**src/rtl/seq_divider_pkg.sv**
```systemverilog
// Shared constants and state encoding for the sequential product divider.
package seq_divider_pkg;
  localparam int DEF_DIVIDEND_W = 10;
  localparam int DEF_DIVISOR_W  = 5;
  localparam int CNT_W          = $clog2(DEF_DIVIDEND_W);

  typedef enum logic [1:0] {IDLE, RUN, DONE} state_t;
endpackage

```
**src/rtl/restoring_div_step.sv**
```systemverilog
// One restoring-division step: shift in a dividend bit, trial-subtract, keep or restore.
module restoring_div_step
  import seq_divider_pkg::*;
#(
  parameter int DIVISOR_W = DEF_DIVISOR_W
) (
  input  logic [DIVISOR_W:0]   pr_in,
  input  logic                 bit_in,
  input  logic [DIVISOR_W-1:0] divisor,
  output logic [DIVISOR_W:0]   pr_out,
  output logic                 q_bit
);
  logic [DIVISOR_W:0]   shifted;
  logic [DIVISOR_W+1:0] diff;
  logic                 borrow;
  logic                 unused_pr_msb;

  // pr entering a step is always below the divisor, so its top bit is zero
  assign unused_pr_msb = pr_in[DIVISOR_W];

  assign shifted = {pr_in[DIVISOR_W-1:0], bit_in};
  assign diff    = {1'b0, shifted} - {2'b00, divisor};
  assign borrow  = diff[DIVISOR_W+1];
  assign q_bit   = ~borrow;
  assign pr_out  = borrow ? shifted : diff[DIVISOR_W:0];
endmodule

```
**src/rtl/seq_product_divider.sv**
```systemverilog
// Sequential restoring divider, one quotient bit per clock, valid/ready on both sides.
//   state | meaning
//   IDLE  | waiting for operands, in_ready=1
//   RUN   | one restoring step per cycle (a single pass for a zero divisor)
//   DONE  | result held, out_valid=1 until out_ready
module seq_product_divider
  import seq_divider_pkg::*;
#(
  parameter int DIVIDEND_W = DEF_DIVIDEND_W,
  parameter int DIVISOR_W  = DEF_DIVISOR_W
) (
  input  logic                  clk,
  input  logic                  rst_n,
  input  logic                  in_valid,
  output logic                  in_ready,
  input  logic [DIVIDEND_W-1:0] dividend,
  input  logic [DIVISOR_W-1:0]  divisor,
  output logic                  out_valid,
  input  logic                  out_ready,
  output logic [DIVIDEND_W-1:0] quotient,
  output logic [DIVISOR_W-1:0]  remainder,
  output logic                  div_by_zero
);
  localparam int CW = $clog2(DIVIDEND_W);

  state_t                state, state_nx;
  logic [CW-1:0]         cnt;
  logic [DIVIDEND_W-1:0] dvd_sr;
  logic [DIVISOR_W-1:0]  dvs;
  logic [DIVISOR_W:0]    pr, pr_nx;
  logic [DIVIDEND_W-1:0] quo;
  logic                  dbz;
  logic                  q_bit;

  restoring_div_step #(.DIVISOR_W(DIVISOR_W)) u_step (
    .pr_in   (pr),
    .bit_in  (dvd_sr[DIVIDEND_W-1]),
    .divisor (dvs),
    .pr_out  (pr_nx),
    .q_bit   (q_bit)
  );

  always_ff @(posedge clk or negedge rst_n) begin
    if (!rst_n) state <= IDLE;
    else        state <= state_nx;
  end

  always_comb begin
    state_nx = state;
    case (state)
      IDLE:    if (in_valid)      state_nx = RUN;
      RUN:     if (cnt == '0)     state_nx = DONE;
      DONE:    if (out_ready)     state_nx = IDLE;
      default:                    state_nx = IDLE;
    endcase
  end

  // A zero divisor still takes one RUN cycle, which gives it a one-edge latency
  always_ff @(posedge clk or negedge rst_n) begin
    if (!rst_n) begin
      cnt    <= '0;
      dvd_sr <= '0;
      dvs    <= '0;
      pr     <= '0;
      quo    <= '0;
      dbz    <= 1'b0;
    end else begin
      case (state)
        IDLE: if (in_valid) begin
          dvd_sr <= dividend;
          dvs    <= divisor;
          pr     <= '0;
          quo    <= '0;
          dbz    <= 1'b0;
          cnt    <= (divisor == '0) ? '0 : CW'(DIVIDEND_W - 1);
        end
        RUN: if (dvs == '0) begin
          quo <= '1;
          pr  <= '0;
          dbz <= 1'b1;
        end else begin
          pr     <= pr_nx;
          quo    <= {quo[DIVIDEND_W-2:0], q_bit};
          dvd_sr <= dvd_sr << 1;
          if (cnt != '0) cnt <= cnt - 1'b1;
        end
        default: ;
      endcase
    end
  end

  assign in_ready    = (state == IDLE);
  assign out_valid   = (state == DONE);
  assign quotient    = quo;
  assign remainder   = pr[DIVISOR_W-1:0];
  assign div_by_zero = dbz;
endmodule

```
**config.mk**
```make
export PLATFORM = sky130hd
export DESIGN_NAME = seq_product_divider
export DESIGN_NICKNAME = d
export VERILOG_FILES = /design/src/rtl/seq_divider_pkg.sv /design/src/rtl/restoring_div_step.sv /design/src/rtl/seq_product_divider.sv
export SDC_FILE = /design/constraint.sdc
export NUM_CORES = 1
export LEC_CHECK = 0
export CAP_MARGIN = 20
export CORE_MARGIN = 2
export CORE_UTILIZATION = 50
export DETAILED_ROUTE_END_ITERATION = 16
export PLACE_DENSITY = 0.78
export SLEW_MARGIN = 10
export SYNTH_ARGS = -nofsm -noshare
export SYNTH_HDL_FRONTEND = slang
export SYNTH_SLANG_ARGS = --single-unit
```
**constraint.sdc**
```tcl
create_clock -name clk -period 6.03 [get_ports clk]
set_input_delay 1.206 -clock clk [delete_from_list [all_inputs] [get_ports clk]]
set_output_delay 1.206 -clock clk [all_outputs]
set_load 0.01 [all_outputs]
```
==> key figures <==
Logic synthesis
  • Seq/Total Area, Yosys: 0.497
  • Syn. warnings: 0
  • Mapped Area: approximately 1900 µm²
  • Avg Inst Size Synth: 9.56 µm²
  • Syn Nets: 222
  • Synth Instances: around 200
  • Yosys reg bits: 37
  • Post-synth cell types: 39

Power and ir drop
  • Switching power: 0.000520 W
  • Power share of the sequential group: 0.322
  • LEAKAGE: approximately 1.1 nW
  • Internal power: 0.000825 W
  • Pwr dens: between 500 and 600 nW/µm²
  • Switching share of power: 0.386
  • Design Power: roughly 0.0013 W
  • Clock power frac: 0.188
  • Combinational power share: 0.490
  • Worst VDD drop: 0.000276 V

GRT
  • Grt total ovfl: 0
  • Initial antenna violation count: 0
  • GRT Util Overall: 0.193
  • Largest net degree at the start of global routing: 38
  • Number of global-route vias before repair: about 1.4k
  • First-pass GRT wire length: between 6000 and 7000 µm

Place
  • Detailed placement HPWL: 2470 µm
  • Port Buffers: 36
  • Routability cong.: ~0.8

STA
  • RSZ-0062 raised after global routing: false
  • Setup Viol. Count Final: 0
  • Final hold violation count: 0
  • Fmax: between 0.3 and 0.4 GHz
  • Worst hold slack: about 0.48 ns
  • Worst Max-Slew Pin Slew: a little over 0.9 ns
  • Min cycle time layout: between 2 and 3 ns
  • Slew HR: 0.384
  • Setup_tns: 0 ns
  • Final period util: 0.445
  • Max-slew violations: 0
  • Worst Skew: 0.00639 ns

Route
  • Iteration-0 DRC Markers: 97
  • Routed WL: approximately 3500 µm
  • Wire length per cell: between 10 and 15 µm
  • TritonRoute pass-1 iters: 4
  • Number of antenna-violating nets in the routed design: 0
  • Via density: between 5 and 6
  • DRC errors left: 0
  • Via Count: approximately 1.5k

Layout
  • Share of layout cells above drive strength 1: 0.0726
  • ANT cells: 0
  • Layout Nets: 260
  • Area Growth Syn to Fin: 28.2%

CTS
  • CTS Buf Count: 5
  • # H-tree levels: 2
  • Clock Sinks: 37
  • Hold Buf Count CTS: 0
  • Setup Buffers After CTS: 0
  • CTS resizes: 0
  • CTS clock-pin slew for the worst setup and hold paths: ~0.07 ns
  • Clk Latency, worst-skew pair: 0.29 ns
  • CTS tree: built
  • Clk buf depth: 2
  • Clock root buffer master: clkbuf_8

Critical path
  • Critical Path RT: ~4.8 ns
  • Kind of critical path: flip-flop to output pin
  • CP Launch Point: state[0]
  • Startpoint types: flip-flop
  • RR Startpoint: dvd_sr[9]
  • Crit Path Max Fanout: 5
  • Arr. time, crit path: approximately 1.5 ns
  • Crit end category: output pin

Floorplanning
  • Boundary Pins: 37
  • Chip height: ~65 µm
  • Rows: 22
  • Die area: around 4200 µm²
  • Die Width: approximately 65 µm
  • Core area: roughly 3600 µm²
  • Initial Utilization: 0.513

Status
  • Status: finished, final reports clean

Flow run
  • Max-cap violations: 0

Hold path
  • Hold crit path type: flip-flop to flip-flop
  • Worst Hold Launch: quotient[9]
[worst max-delay path, cell delays in order, from the launching register on]
cell and delay (ns):
dfrtp_1 0.42, nor2_1 0.20, clkdlybuf4s50_1 0.57
[area by class of cell]
cell class	instances	area, µm²
repair buffers	38	375
inverters	12	45.0
multi-input cells	139	850
fillers	315	1240
well taps	48	60.1
clock inverters	3	65.1
flip-flops and latches	37	926
clock buffers	5	68.8
[layout by cell type (no fill, tap or decap), types with 2 or more instances in the layout]
master | netlist | final
nand2b_1 | 2 | 2
clkdlybuf4s50_1 | 0 | 36
o311ai_0 | 2 | 2
a211oi_1 | 2 | 2
nand3_1 | 3 | 3
dfrtp_1 | 37 | 37
inv_1 | 12 | 12
o21ai_2 | 2 | 2
clkbuf_8 | 0 | 5
nor3_1 | 2 | 2
o21ai_0 | 23 | 23
a21oi_1 | 5 | 5
bufinv_16 | 0 | 2
nor2_1 | 11 | 11
a21o_1 | 4 | 4
ha_1 | 7 | 7
buf_4 | 0 | 2
a22o_1 | 3 | 3
mux2i_1 | 10 | 10
nand2_1 | 43 | 43
o31ai_1 | 2 | 2
[worst paths after layout]
check	end	slack (ns)	cells past startpoint
min in group asynchronous	quotient[3]	1.33	2
worst max-delay path	in_ready	3.35	2
worst min-delay path	quotient[9]	0.48	2
worst max register to register	pr[3]	3.79	8
worst min register to register	quotient[9]	0.48	2
max in group asynchronous	dvd_sr[6]	4.37	2
[power by group through the flow]
stage / combinational [W] / sequential (W) / clock [W]
floorplan: 0.000482 / 0.000437 / 0
global placement: 0.000645 / 0.000435 / 0
detailed placement: 0.000661 / 0.000437 / 0
CTS: 0.000663 / 0.000433 / 0.000256
global route: 0.000756 / 0.000449 / 0.000266
finish: 0.000659 / 0.000433 / 0.000253
[routing by layer]
layer	wire, µm	vias up	global-route usage
met4	19	0	0.0625
met3	121	2	0.0521
li1	-	747	-
met2	1710	24	0.322
met5	0	-	0
met1	1700	694	0.243
[state kept, by name (all words and copies together) (netlist names)]
name	cells
dvd_sr	10
quotient	10
dvs	5
pr	5
cnt	4
state	2
div_by_zero	1
[cell families after synthesis]
logic type	count (synthesis)	synth area share
flops	37	0.497
mux	10	0.0537
simple gates	71	0.169
compound gates	48	0.166
fa+ha+maj	8	0.0577
xor+xnor	2	0.00940
buf+inv	19	0.0476
[through the flow]
step                      instances  instance area (µm²)  setup WS [ns]   util
final                           282                 2390           3.35  0.658
after global routing            282                 2390           3.29  0.658
after CTS                       281                 2380           3.35  0.656
after detailed placement        273                 2250           3.14  0.619
after global placement          273                 2250           3.24  0.619
after floorplan                 195                 1860           3.99      -
[synthesized netlist by cell type]
cell type,number,area (µm²)
nand2_1,43,161
dfrtp_1,37,926
o21ai_0,23,115
inv_1,12,45.0
nor2_1,11,41.3
mux2i_1,10,100
ha_1,7,87.6
a21oi_1,5,25.0
a21o_1,4,30.0
a22o_1,3,26.3
clkbuf_1,3,11.3
nand3_1,3,15.0
a211oi_1,2,15.0
buf_6,2,22.5
nand2b_1,2,12.5
nor3_1,2,10.0
o21ai_2,2,17.5
o311ai_0,2,17.5
o31ai_1,2,15.0
a31oi_1,1,6.26
a32oi_1,1,8.76
and2_1,1,6.26
and2_4,1,8.76
and2b_1,1,7.51
buf_2,1,5.00
clkbuf_2,1,5.00
fa_1,1,20.0
nand3b_1,1,7.51
nor2b_1,1,6.26
nor4_1,1,6.26
o21ai_4,1,16.3
o21bai_1,1,7.51
o32ai_1,1,8.76
or2_2,1,6.26
or3_1,1,6.26
or3b_2,1,8.76
or4_4,1,11.3
xnor2_1,1,8.76
xor2_1,1,8.76
Power figures use the tool's default switching activity.
